===== src/rtl/enc_pkg.sv =====
// enc_pkg: shared constants, buffer entry layout and occupancy states for the one-hot encoder.
package enc_pkg;
   localparam int N_DEF        = 4;
   localparam int ERRCNT_W_DEF = 8;
   localparam int CODE_MAX_W   = 8;
   typedef enum logic [1:0] {EMPTY, ONE, TWO} state_t;
   typedef struct packed {
      logic [CODE_MAX_W-1:0] code;
      logic                  err;
   } entry_t;
endpackage


===== src/rtl/enc_onehot_core.sv =====
// enc_onehot_core: combinational N-to-log2(N) encoder producing {code, err}.
// ENC_PRIORITY_EN selects lowest-set-bit resolution of multi-hot words instead of flagging them.
module enc_onehot_core
   import enc_pkg::*;
#(
   parameter int N = N_DEF
) (
   input  logic [N-1:0] onehot,
   output entry_t       ent
);
   logic [CODE_MAX_W-1:0] idx;
   always_comb begin
      idx = '0;
      for (int i = N - 1; i >= 0; i--) idx = onehot[i] ? CODE_MAX_W'(i) : idx;
   end
`ifdef ENC_PRIORITY_EN
   assign ent.code = idx;
   assign ent.err  = ~|onehot;
`else
   logic single;
   // x & (x-1) clears the lowest set bit; zero result means at most one bit was set
   assign single   = |onehot && ~|(onehot & (onehot - N'(1)));
   assign ent.code = single ? idx : '0;
   assign ent.err  = ~single;
`endif
endmodule


===== src/rtl/enc_onehot_to_bin_buf.sv =====
// enc_onehot_to_bin_buf: one-hot to binary encoder behind a 2-entry valid/ready buffer
// with a saturating illegal-input counter; build option ENC_PRIORITY_EN (see enc_onehot_core).
module enc_onehot_to_bin_buf
   import enc_pkg::*;
#(
   parameter  int N        = N_DEF,
   parameter  int ERRCNT_W = ERRCNT_W_DEF,
   localparam int W        = $clog2(N)
) (
   input  logic                clk,
   input  logic                rst_n,
   input  logic                in_valid,
   output logic                in_ready,
   input  logic [N-1:0]        in_onehot,
   output logic                out_valid,
   input  logic                out_ready,
   output logic [W-1:0]        out_code,
   output logic                out_err,
   input  logic                clr_err,
   output logic [ERRCNT_W-1:0] err_count
);
   state_t state, state_d;
   entry_t head, tail, enc;
   logic   push, pop;
   logic   unused_code;
   enc_onehot_core #(.N(N)) u_core (.onehot(in_onehot), .ent(enc));
   assign push        = in_valid && in_ready;
   assign pop         = out_valid && out_ready;
   assign unused_code = ^head.code;
   // in_ready is registered from the next state so it never depends on out_ready combinationally
   always_ff @(posedge clk or negedge rst_n)
      if (!rst_n) begin
         state    <= EMPTY;
         in_ready <= 1'b1;
      end else begin
         state    <= state_d;
         in_ready <= state_d != TWO;
      end
   always_comb begin
      state_d = state;
      case (state)
         EMPTY:   state_d = push ? ONE : EMPTY;
         ONE:     state_d = (push && !pop) ? TWO : (pop && !push) ? EMPTY : ONE;
         TWO:     state_d = pop ? ONE : TWO;
         default: state_d = EMPTY;
      endcase
   end
   always_comb begin
      out_valid = state != EMPTY;
      out_code  = head.code[W-1:0];
      out_err   = head.err;
   end
   always_ff @(posedge clk or negedge rst_n)
      if (!rst_n) begin
         head <= '0;
         tail <= '0;
      end else begin
         if (push && (state == EMPTY || pop)) head <= enc;
         else if (pop) head <= tail;
         if (push && !pop && state == ONE) tail <= enc;
      end
   always_ff @(posedge clk or negedge rst_n)
      if (!rst_n) err_count <= '0;
      else if (clr_err) err_count <= '0;
      else if (push && enc.err && err_count != '1) err_count <= err_count + ERRCNT_W'(1);
endmodule


===== config.mk =====
export PLATFORM = sky130hd
export DESIGN_NAME = enc_onehot_to_bin_buf
export DESIGN_NICKNAME = d
export VERILOG_FILES = /design/src/rtl/enc_pkg.sv /design/src/rtl/enc_onehot_core.sv /design/src/rtl/enc_onehot_to_bin_buf.sv
export SDC_FILE = /design/constraint.sdc
export NUM_CORES = 1
export LEC_CHECK = 0
export ABC_AREA = 0
export BUFFER_PORTS_ARGS = -buffer_cell sky130_fd_sc_hd__buf_2
export CORE_MARGIN = 5
export CORE_UTILIZATION = 45
export DETAILED_ROUTE_END_ITERATION = 12
export PLACE_DENSITY = 0.68
export SYNTH_ARGS = -nofsm -noshare
export SYNTH_HDL_FRONTEND = slang
export SYNTH_SLANG_ARGS = --single-unit
export TNS_END_PERCENT = 1

===== constraint.sdc =====
create_clock -name clk -period 2 [get_ports clk]
set_input_delay 0.1 -clock clk [delete_from_list [all_inputs] [get_ports clk]]
set_output_delay 0.1 -clock clk [all_outputs]
set_load 0.02 [all_outputs]

==> impl_metrics.toml, run 1 <==
[status]
outcome = "finished, final reports clean"

[timing]
setup_viol = 0
max_freq_ghz = 0.524
period_share = 0.953
tightest_slew_ns = 0.397
rsz0062_at_grt = "false"
clock_skew_ns = 0.000712
finalMaxSlewViolations = 0
hold_violations = 0
maxSlewHeadroom = 0.734
period_minus_slack_ns = 1.91
fin_tns_setup_ns = 0

[global_route]
grt_usage = 0.135
grt_overflow = 0
antenna_found_initial = 0
grt_first_pass_wirelength_mm = 3.35
grt_pass1_vias = 710
grt_max_degree = 18

[floorplan]
die_h_um = 56.4
rows = 16
die-area_um2 = 3180
chipWidth_um = 56.4
core_um2 = 2000
ioPinCount = 22
initial_core_util = 0.483

[logic_synthesis]
syn_area_um2 = 967
ys_warn_count = 0
ys_types = 38
avgSynthCellArea_um2 = 9.87
yosysSeqAreaShare = 0.441
synth_nets = 109
ys_ff_latch = 17
syn_inst = 98

[final_layout]
areaGrowthSynthToFinish_pct = 16.2
instances_no_fill = 147
fin_util = 0.561
drive_gt1_frac = 0.283
diodes = 0
fin_nets = 132

[clock_network]
cts_buffers = 3
cts_max_level = 1
insertion_delay_ns = 0.29
clkTransAtPathRegs_ns = 0.09
root_buffer = "clkbuf_4"
cts.sinks = 17
cts_resized = 0
clk_path_buf_depth = 2
cts_tree = "done"

[routing]
drtAntennaViolNets = 0
firstDrtPassIters = 4
drtIter0Drc = 17
drc = 0
via_per_inst = 5.33
num_vias = 784
wl_per_cell_um = 13.4
drt_wl_total_mm = 1.96

[power]
p_leak_nw = 0.534
ir_drop_uv = 829
power_density_nw_per_um2 = 1060

[placement]
place.gp.congestion = 0.836
hpwlAfterDp_mm = 1.51
io_buffers = 21
dp_cells = 142

[worst_hold_path]
hold_path_depth = 2
min_path_type = "input pin to flip-flop"

[worst_setup_path]
reg2reg_slack_ns = 0.09
critPathRequiredTime_ns = 2.22
worstSetupPathType = "flip-flop to flip-flop"
path_max_fanout = 6
endpoint_kind = "flip-flop"
startpoint_type = "flip-flop"
cp.arrival_ns = 2.13
worst-r2r-cell-count = 6

[run]
cap_violations = 0
-- routing by layer --
layer	vias to the layer above	part of all wire	track usage	wire length, um
met5	-	0	0	0
met4	0	0.0076	0.0475	15
met3	2	0.072	0.0573	142
met2	29	0.42	0.180	820
met1	356	0.50	0.192	984
li1	397	-	-	-
-- Yosys cell counts (all sizes together) --
master  number  area share
a32oi        1      0.0091
dfstp        1       0.027
a21bo        1       0.010
o31a         1       0.010
nor4b        1       0.025
nand2        9       0.038
nand4        3       0.019
xnor2        2       0.018
buf          3       0.017
mux2         2       0.023
mux2i        1       0.010
nor2         8       0.031
o22ai        4       0.026
nand3b       1      0.0078
a211oi       1       0.021
or3          2       0.013
dfrtp       16        0.41
or2          2       0.013
or4b         1       0.010
or2b         1      0.0078
o221ai       1      0.0091
o21ai        6       0.031
nor2b        1      0.0065
nor3         2       0.010
inv          2      0.0078
nand3        5       0.026
clkbuf       1      0.0039
xor2         6       0.054
o32ai        1      0.0091
nand2b       1      0.0065
and4         1       0.012
a21oi        5       0.026
and3         2       0.013
a311oi       1      0.0091
ha           2       0.026
-- worst max-delay path: stages (launching register included) --
cell      delay [ns]
dfrtp_1         0.46
ha_1            0.24
and3_1          0.17
a211oi_4        0.30
nand4_1         0.17
or3_1           0.36
a21oi_1         0.14
-- layout by cell type, fill, tap and decap left out, types with 3 or more instances in the layout --
cell and n:
dfrtp_1 16, a21oi_1 5, nor2_1 8, xor2_1 6, nand3_1 5, buf_2 21
nand4_1 3, o21ai_0 6, clkbuf_4 3, o22ai_1 4, nand2_1 8
-- state kept, by name (all words and copies together), names as in the netlist --
register,count
tail,3
err_count,8
in_ready,1
out_code,2
state,2
out_err,1
-- kinds of logic after synthesis --
kind of cell | Yosys count | share of synthesized area
adder cells (fa/ha/maj) | 2 | 0.0259
buffers and inverters | 6 | 0.0285
flip-flops | 17 | 0.441
multiplexers | 3 | 0.0336
XOR/XNOR | 8 | 0.0724
AND/OR/NAND/NOR | 40 | 0.238
AO/OA/AOI/OAI | 22 | 0.160
-- report_power, final --
| group | switching (mW) | internal (mW) |
|---|---|---|
| logic | 0.301 | 0.201 |
| clock network | 0.104 | 0.0744 |
| registers | 0.0655 | 0.440 |
-- path summary, 6_finish.rpt --
check / start / endpoint
setup / recovery: err_count[0] / err_count[5]
min in group asynchronous: rst_n / err_count[3]
setup reg to reg: err_count[0] / err_count[5]
hold / removal: out_ready / out_code[0]
max in group asynchronous: rst_n / in_ready
hold reg to reg: tail[0] / tail[0]
-- metrics by stage --
| step | hold slack [ns] | power, mW | setup WS [ns] | cell area [um^2] |
|---|---|---|---|---|
| floorplan | -0.196 | 0.871 | 0.163 | 967 |
| global placement | 0.0401 | 0.999 | 0.225 | 1090 |
| detailed placement | 0.0440 | 1.01 | 0.156 | 1090 |
| CTS | 0.0328 | 1.20 | 0.121 | 1120 |
| global route | 0.0421 | 1.29 | 0.0229 | 1120 |
| finish | 0.0403 | 1.19 | 0.0933 | 1120 |
-- area by class of cell --
class | count | area, um^2
multi-input cells | 75 | 513
inverters | 2 | 7.51
well taps | 27 | 33.8
flip-flops and latches | 17 | 427
fillers | 186 | 878
clock inverters | 1 | 5.00
clock buffers | 3 | 22.5
repair buffers | 22 | 115
-- timing repair --
item	in CTS	in global routing
setup buffers	0	0
endpoints found under the hold margin	16	0
hold buffers	1	0
Power figures use the tool's default switching activity.
==> run 2, diff against run 1 <==
--- a/config.mk
+++ b/config.mk
@@ -5,11 +5,12 @@
 export SDC_FILE = /design/constraint.sdc
 export NUM_CORES = 1
 export LEC_CHECK = 0
-export ABC_AREA = 0
+export ABC_AREA = 1
 export BUFFER_PORTS_ARGS = -buffer_cell sky130_fd_sc_hd__buf_2
 export CORE_MARGIN = 5
 export CORE_UTILIZATION = 45
 export DETAILED_ROUTE_END_ITERATION = 12
+export GPL_TIMING_DRIVEN = 0
 export PLACE_DENSITY = 0.68
 export SYNTH_ARGS = -nofsm -noshare
 export SYNTH_HDL_FRONTEND = slang
==> constraint.sdc (replaced) <==
create_clock -name clk -period 1.9 [get_ports clk]
set_input_delay 0.095 -clock clk [delete_from_list [all_inputs] [get_ports clk]]
set_output_delay 0.095 -clock clk [all_outputs]
set_load 0.02 [all_outputs]
==> impl_metrics.toml, run 2 <==
[status]
outcome = "finished, final reports clean"

[timing]
tightest_slew_ns = 0.380
hold_violations = 0
clock_skew_ns = 0.00635
fin_tns_setup_ns = 0
rsz0062_at_grt = "false"
timing.hold.ws_ns = 0.0881
period_share = 0.788
finalMaxSlewViolations = 0
max_freq_ghz = 0.668
period_minus_slack_ns = 1.50
maxSlewHeadroom = 0.747
setup_viol = 0

[clock_network]
insertion_delay_ns = 0.29
cts_max_level = 1
cts_tree = "done"
cts_resized = 0
cts.sinks = 17
clk_path_buf_depth = 2
root_buffer = "clkbuf_4"
cts_buffers = 3
clkTransAtPathRegs_ns = 0.10

[routing]
drtAntennaViolNets = 0
firstDrtPassIters = 4
via_per_inst = 5.06
num_vias = 972
wl_met2_mm = 1.05
drtIter0Drc = 23
wl_met3_um = 100
drt_wl_total_mm = 2.16
highest_layer = "met4"
drc = 0
wl_per_cell_um = 11.2
wl_met1_um = 965

[logic_synthesis]
ys_warn_count = 0
yosysSeqAreaShare = 0.426
async_flop_share = 1.00
syn_inst = 139
syn_area_um2 = 1000
yosys.area.top_type = "dfrtp_1"
synth_top_area_share = 0.400
synth_flop_cell = "dfrtp_1"
avgSynthCellArea_um2 = 7.21
ys_ff_latch = 17
synthTopCellsByCount = "45 x nand2_1, 20 x nor2_1, 16 x dfrtp_1, 16 x nand3_1, 15 x inv_1"
synthMostInstantiatedCell = "nand2_1"
synth_nets = 150
ys_types = 23
synth_edf_count = 0
synth_area_leaders = "dfrtp_1 40%, nand2_1 17%, nand3_1 8.0%"

[floorplan]
rows = 17
core_um2 = 2170
initial_core_util = 0.462
die-area_um2 = 3270
chipWidth_um = 57.2
ioPinCount = 22
die_h_um = 57.2

[global_route]
grt_overflow = 0
grt_first_pass_wirelength_mm = 3.82
grt_usage = 0.147
antenna_found_initial = 0
grt_max_degree = 18
grt_pass1_vias = 937

[placement]
io_buffers = 20
hpwlAfterDp_mm = 1.65
place.gp.congestion = 0.759

[final_layout]
reg.largest.list = "err_count (8), tail (3)"
fin_util = 0.541
final_cell_mix = "45 x nand2_1, 21 x buf_2, 20 x nor2_1"
fin_nets = 176
max_flop_register = "err_count"
diodes = 0
drive_gt1_frac = 0.201
final_common_cell = "nand2_1"
areaGrowthSynthToFinish_pct = 17.1
largest_reg_flops = 8

[worst_setup_path]
cp.arrival_ns = 1.68
endpoint_kind = "flip-flop"
path_cells = "nand2_1, inv_1, ha_1, nand3_1, mux2_2"
critPathRequiredTime_ns = 2.08
reg2reg_slack_ns = 0.40
worstSetupPathType = "flip-flop to flip-flop"
crit_path_max_incr_delay_ns = 0.53
crit_slowest_cell = "dfstp_2"
path_max_fanout = 6
startpoint_type = "flip-flop"

[power]
ir_drop_uv = 605
p_leak_nw = 0.641
power_density_nw_per_um2 = 1100

[run]
cap_violations = 0

[worst_hold_path]
min_path_type = "input pin to flip-flop"
-- run 2: critical path: cells and delay by family, from the launching register on --
kind	cells	cell delay [ns]
flops	1	0.53
mux	1	0.32
simple gates	2	0.22
fa+ha+maj	1	0.18
buf+inv	1	0.15
-- run 2: routing by layer --
metal	vias up	track usage
met5	-	0
met4	0	0.0728
met3	4	0.0204
met2	23	0.263
met1	453	0.170
li1	492	-
-- run 2: path summary, 6_finish.rpt --
| kind | from | endpoint | depth (start not counted) |
|---|---|---|---|
| setup / recovery | in_ready | tail[0] | 5 |
| hold / removal | out_ready | state[0] | 3 |
| setup reg to reg | in_ready | tail[0] | 5 |
| hold reg to reg | tail[1] | tail[1] | 2 |
| max in group asynchronous | rst_n | in_ready | 2 |
| min in group asynchronous | rst_n | tail[1] | 2 |
-- run 2: cells by family after synthesis --
| logic type | count (synthesis) | synth area share |
|---|---|---|
| DFF | 17 | 0.426 |
| xor gates and xnor gates | 3 | 0.0262 |
| muxes | 1 | 0.0112 |
| and+or+nand+nor | 93 | 0.413 |
| AOI/OAI and AO/OA | 6 | 0.0337 |
| adders and majority gates | 2 | 0.0250 |
| buffers and inverters | 17 | 0.0649 |
-- run 2: power breakdown --
group / leakage (nW) / internal (mW) / total (mW) / switching, mW
Clock: 0.0150 / 0.0815 / 0.192 / 0.111
Sequential: 0.218 / 0.470 / 0.544 / 0.0734
Combinational: 0.408 / 0.190 / 0.551 / 0.361
Total: 0.641 / 0.742 / 1.29 / 0.545
-- run 2: metrics by stage --
step                      total power, mW  area (um^2)  setup WS [ns]  instances
after global placement               1.08         1140          0.388        187
final                                1.29         1170          0.402        192
after CTS                            1.31         1170          0.368        192
after global routing                 1.40         1170          0.305        192
after detailed placement             1.11         1140          0.384        187
after floorplan                     0.941         1000          0.405        139
-- run 2: layout make-up --
type	instances	area (um^2)
Multi-Input combinational cell	105	510
Inverter	16	60.1
Clock buffer	4	26.3
Buffer	1	5.00
Timing Repair Buffer	21	110
Tap cell	28	35.0
Sequential cell	17	427
Fill cell	232	996
-- run 2: repair_timing --
| action | in CTS | in global routing |
|---|---|---|
| hold endpoints to repair | 16 | 0 |
| setup buffers | 0 | 0 |
| hold buffers | 1 | 0 |
| setup endpoints to repair | 0 | 0 |
